File: src/rtl/button_event_arbiter.sv
// Purpose : merge per-channel debounced edge pulses (trans_up/trans_dn) into a
//           single ordered event stream, served round-robin through a small FIFO
//           with a valid/ready handshake. Events that cannot be held raise a
//           sticky overflow flag.
// Ports   : CLK, RESETN (async active-low)
//           trans_up/trans_dn [N_CH]  - 1-cycle edge pulses per channel
//           evt_valid/evt_ready       - head-of-FIFO handshake
//           evt_chan, evt_dir         - head event (dir 1 = press, 0 = release)
//           overflow, overflow_clr    - sticky drop flag and its clear pulse
module button_event_arbiter #(
    parameter int unsigned N_CH       = 4,
    parameter int unsigned FIFO_DEPTH = 4
) (
    input  logic                    CLK,
    input  logic                    RESETN,
    input  logic [N_CH-1:0]         trans_up,
    input  logic [N_CH-1:0]         trans_dn,
    output logic                    evt_valid,
    input  logic                    evt_ready,
    output logic [$clog2(N_CH)-1:0] evt_chan,
    output logic                    evt_dir,
    output logic                    overflow,
    input  logic                    overflow_clr
);

    localparam int unsigned CW   = $clog2(N_CH);
    localparam int unsigned NS   = 2 * N_CH;
    // Slot index s = 2*ch + dir, so the slot number is itself the {chan,dir} payload.
    localparam int unsigned SW   = CW + 1;
    localparam int unsigned AW   = $clog2(FIFO_DEPTH);
    localparam int unsigned CNTW = AW + 1;

    logic [NS-1:0]   pend_q, pend_d;
    logic [NS-1:0]   pulse;
    logic [NS-1:0]   grant_oh;
    logic [SW-1:0]   ptr_q, ptr_d;
    logic [SW-1:0]   grant_slot;
    logic [SW-1:0]   idx;
    logic            grant_any;
    logic            fifo_full;
    logic            push;
    logic            pop;
    logic            drop;
    logic            overflow_q, overflow_d;

    logic [SW-1:0]   mem_q [FIFO_DEPTH];
    logic [AW-1:0]   wr_ptr_q, wr_ptr_d;
    logic [AW-1:0]   rd_ptr_q, rd_ptr_d;
    logic [CNTW-1:0] count_q, count_d;
    logic [SW-1:0]   head_d;
    logic            evt_valid_q, evt_valid_d;
    logic [CW-1:0]   evt_chan_q, evt_chan_d;
    logic            evt_dir_q, evt_dir_d;

    // Map channel pulses onto slots.
    always_comb begin
        pulse = '0;
        for (int ch = 0; ch < int'(N_CH); ch++) begin
            pulse[2*ch]     = trans_dn[ch];
            pulse[2*ch + 1] = trans_up[ch];
        end
    end

    // Round-robin search starting one past the last granted slot.
    always_comb begin
        grant_any  = 1'b0;
        grant_slot = '0;
        idx        = '0;
        for (int i = 1; i <= int'(NS); i++) begin
            idx = SW'((int'(ptr_q) + i) % int'(NS));
            if (!grant_any && pend_q[idx]) begin
                grant_any  = 1'b1;
                grant_slot = idx;
            end
        end
    end

    // Grant/capture/overflow bookkeeping; full is judged on the registered count.
    always_comb begin
        fifo_full  = (count_q == CNTW'(FIFO_DEPTH));
        push       = grant_any && !fifo_full;
        grant_oh   = '0;
        if (push) begin
            grant_oh[grant_slot] = 1'b1;
        end
        // A pulse on the slot being granted re-arms it rather than being lost.
        pend_d     = (pend_q & ~grant_oh) | pulse;
        drop       = |(pulse & pend_q & ~grant_oh);
        overflow_d = drop | (overflow_q & ~overflow_clr);
        ptr_d      = push ? grant_slot : ptr_q;
    end

    // FIFO pointers and the registered head view.
    always_comb begin
        pop         = evt_valid_q && evt_ready;
        wr_ptr_d    = wr_ptr_q + AW'(push);
        rd_ptr_d    = rd_ptr_q + AW'(pop);
        count_d     = count_q + CNTW'(push) - CNTW'(pop);
        head_d      = {evt_chan_q, evt_dir_q};
        if (count_d != '0) begin
            // Entry being written this cycle becomes the head when nothing older remains.
            if (push && ((count_q - CNTW'(pop)) == '0)) begin
                head_d = grant_slot;
            end else begin
                head_d = mem_q[rd_ptr_d];
            end
        end
        evt_valid_d = (count_d != '0);
        evt_chan_d  = head_d[SW-1:1];
        evt_dir_d   = head_d[0];
    end

    // Control state.
    always_ff @(posedge CLK or negedge RESETN) begin
        if (!RESETN) begin
            pend_q      <= '0;
            ptr_q       <= SW'(NS - 1);
            overflow_q  <= 1'b0;
            wr_ptr_q    <= '0;
            rd_ptr_q    <= '0;
            count_q     <= '0;
            evt_valid_q <= 1'b0;
            evt_chan_q  <= '0;
            evt_dir_q   <= 1'b0;
        end else begin
            pend_q      <= pend_d;
            ptr_q       <= ptr_d;
            overflow_q  <= overflow_d;
            wr_ptr_q    <= wr_ptr_d;
            rd_ptr_q    <= rd_ptr_d;
            count_q     <= count_d;
            evt_valid_q <= evt_valid_d;
            evt_chan_q  <= evt_chan_d;
            evt_dir_q   <= evt_dir_d;
        end
    end

    // FIFO storage; contents are only meaningful below count_q, so no reset.
    always_ff @(posedge CLK) begin
        if (push) begin
            mem_q[wr_ptr_q] <= grant_slot;
        end
    end

    assign evt_valid = evt_valid_q;
    assign evt_chan  = evt_chan_q;
    assign evt_dir   = evt_dir_q;
    assign overflow  = overflow_q;

endmodule

File: config.mk
export PLATFORM = sky130hd
export DESIGN_NAME = button_event_arbiter
export DESIGN_NICKNAME = d
export VERILOG_FILES = /design/src/rtl/button_event_arbiter.sv
export SDC_FILE = /design/constraint.sdc
export NUM_CORES = 1
export LEC_CHECK = 0
export CAP_MARGIN = 20
export CORE_MARGIN = 4
export CORE_UTILIZATION = 40
export CTS_CLUSTER_DIAMETER = 200
export DETAILED_ROUTE_END_ITERATION = 8
export PLACE_DENSITY = 0.56
export SLEW_MARGIN = 20
export SYNTH_ARGS = -nofsm -noshare
export SYNTH_HDL_FRONTEND = slang
export SYNTH_SLANG_ARGS = --single-unit
File: constraint.sdc
create_clock -name CLK -period 6.55 [get_ports CLK]
set_clock_uncertainty 0.05 [all_clocks]
set_input_delay 1.31 -clock CLK [delete_from_list [all_inputs] [get_ports CLK]]
set_output_delay 1.31 -clock CLK [all_outputs]
set_load 0.01 [all_outputs]
==> impl_results.md <==
* Status: finished, final reports clean
* Hold Path Sink: rd_ptr_q[1]
* CTS tree: built
* Worst-case reg-to-reg path depth at 15
* Antenna Nets Post-Route at 0
* Cell Chain, Critical Path: inv_2, ha_1, mux2i_1, mux4_2, nand2_1, o31ai_1, buf_4, inv_2, ha_1, fa_1, xnor2_1, xnor2_1, or3_1, nor2_1, a21oi_1
* Drt drc at 0
* Fillcell total at 605
* Via count at 1972
* Buffer depth of the longest clock path at 2
* Hold Violations, Final at 0
* Max-slew headroom at 47.36%
* Largest net degree at the start of global routing at 24
* Yosys warning count at 0
* NumNets Final at 268
* Post-Synthesis Net Count at 265
* WP buf/inv at 3
* Die H at 90.64 um
* Final HPWL DP at 4446 um
* CP peak stage delay at 840 ps
* RePlAce Congestion at 0.7708
* Synth Flop Type: dfrtp_1
* R2R Setup Slk at 1550 ps
* IO Count at 17
* Final slew viol count at 0
* Most frequent cells in the layout: 20 x nand2_1, 20 x dfrtp_1, 18 x mux4_2
* Post-CTS Setup Repair Bufs at 0
* Slowest CP cell: ha_1
* RSZ-0062 raised after global routing: no
* Share of layout cells above drive strength 1 at 18.15%
* Max-Cap Viols at 0
* Sequential fraction of the synthesis area at 34.40%
* Initial antenna violation count at 0
* HP Class: flop to flop
* Worst hold stages at 1
* Type of element capturing the critical path: flop
* Port Buf Inserts at 16
* Pre-antenna DRT Iters at 4
* Setup total negative slack at 0 ps
* Tcrit/Tclk final at 76.32%
* Starting Density at 42.05%
* Number of synthesized flops with an enable pin at 12
* Synth unique cells at 56
* Synthesized area at 2731 um2
* Clock Latency Late Sink at 290 ps
* DIE AREA at 8215 um2
* Crit path max-delay family: adder cells
* Row count at 29
* Hold_sp: rd_ptr_q[1]
* Hold buffers post-CTS at 0
* CP Data Required Time at 6670 ps
* Crit Path Category: flop to flop
* Cts repair resizes at 0
* Flip-flop and latch area at 939.7 um2
* Post-DR wirelength/cell at 18.95 um
* Die span in x at 90.64 um
* Drt initial violations at 193
* Worst-path clk slew at 80 ps
* Clk Tree Root Cell: clkbuf_8
* RR Startpoint: ptr_q[0]
* Multi-input logic area at 1644 um2
* Asr flop ratio synth at 65.71%
* CP Launch Type: flop
* Area delta synth->final at 9.528%
* Vias/cell at 6.068
* Worst-margin pin slew at 789.6 ps
* Worst EP arrival at 5120 ps
* CTS H-tree depth at 2
* Post-Syn Instances at 244
* FF+latch count, synth at 35
* Crit-path max FO at 17
* Crit Reg-Reg Endpoint: evt_chan[0]
* Clock tree sinks at 35
* Mean Syn Cell Area at 11.19 um2
* Final global-route overflow total at 0
* Ant. Diodes at 0
* Minimum clock period after layout at 4999 ps
* Global-route wire length before repair at 10420 um
* Routed WL at 6159 um
* Gr usage total at 15.76%
* FMAX at 200.0 MHz
* Final setup fails at 0
* Vias in the first global route at 1933
* Core Region at 6495 um2
* CTS buffer count at 5
## logic make-up after synthesis
family,after synthesis,synth area share [%]
AND/OR/NAND/NOR,70,13.88
AO/OA/AOI/OAI,46,12.69
multiplexers,43,26.02
flip-flops,35,34.40
buffers and inverters,31,5.405
XOR/XNOR,10,3.206
adder cells (fa/ha/maj),9,4.398
## cells in the mapped netlist, drive strengths merged (4+ instances only)
library cell | number | share of area [%]
nand4 | 4 | 0.92
nand3 | 9 | 1.6
mux2 | 5 | 2.1
ha | 8 | 3.7
inv | 10 | 1.4
a21o | 8 | 2.2
nand2b | 5 | 1.1
nor3 | 6 | 1.3
clkbuf | 12 | 1.6
buf | 9 | 2.4
mux4 | 20 | 17
xnor2 | 4 | 1.3
and2 | 5 | 1.2
nand2 | 20 | 2.7
mux2i | 18 | 7.2
edfxtp | 12 | 13
a21oi | 8 | 1.5
nor2 | 9 | 1.2
o21ai | 7 | 1.7
o2111ai | 4 | 1.3
dfrtp | 20 | 18
xor2 | 6 | 1.9
## sequential cells by signal (all words and copies together) (netlist names), 2 cells and up
register,flops
count_q,3
evt_chan,2
mem_q,12
pend_q,8
ptr_q,3
rd_ptr_q,2
wr_ptr_q,2
## layer usage
metal	track usage, %	up-vias	routed length (um)
met4	4.209	0	60
li1	-	942	-
met3	2.417	7	272
met1	22.62	978	2954
met2	24.77	45	2871
met5	0	-	0
## through the flow
| stage | instances | setup WS [ps] | hold WS, ps | cell area, um2 | utilization [%] |
|---|---|---|---|---|---|
| floorplan | 244 | 2018 | 427.9 | 2731 | - |
| global placement | 317 | 1654 | 465.2 | 2885 | 44.42 |
| detailed placement | 317 | 1556 | 468.1 | 2880 | 44.35 |
| CTS | 325 | 1537 | 482.1 | 2992 | 46.06 |
| global route | 325 | 1107 | 505.8 | 2992 | 46.06 |
| finish | 325 | 1551 | 476.0 | 2992 | 46.06 |
## how the worst max path moves through the flow
| stage | from | endpoint | slack [ps] | depth (start not counted) |
|---|---|---|---|---|
| floorplan | ptr_q[1] | evt_chan[0] | 2020 | 19 |
| global placement | ptr_q[0] | evt_dir | 1650 | 15 |
| detailed placement | ptr_q[0] | evt_chan[0] | 1560 | 15 |
| CTS | ptr_q[0] | evt_chan[0] | 1540 | 15 |
| global route | ptr_q[0] | evt_chan[0] | 1110 | 15 |
| finish | ptr_q[0] | evt_chan[0] | 1550 | 15 |
## cell type report
| type | instances | area share [%] |
|---|---|---|
| Tap cell | 77 | 3.220 |
| Multi-Input combinational cell | 178 | 54.96 |
| Sequential cell | 35 | 31.41 |
| Clock buffer | 5 | 2.300 |
| Clock inverter | 3 | 1.422 |
| Inverter | 10 | 1.255 |
| Timing Repair Buffer | 17 | 5.437 |
Power is left out: the tool's default activity adds up to more than one toggle a clock period on the data nets, which glitch-free logic cannot reach.
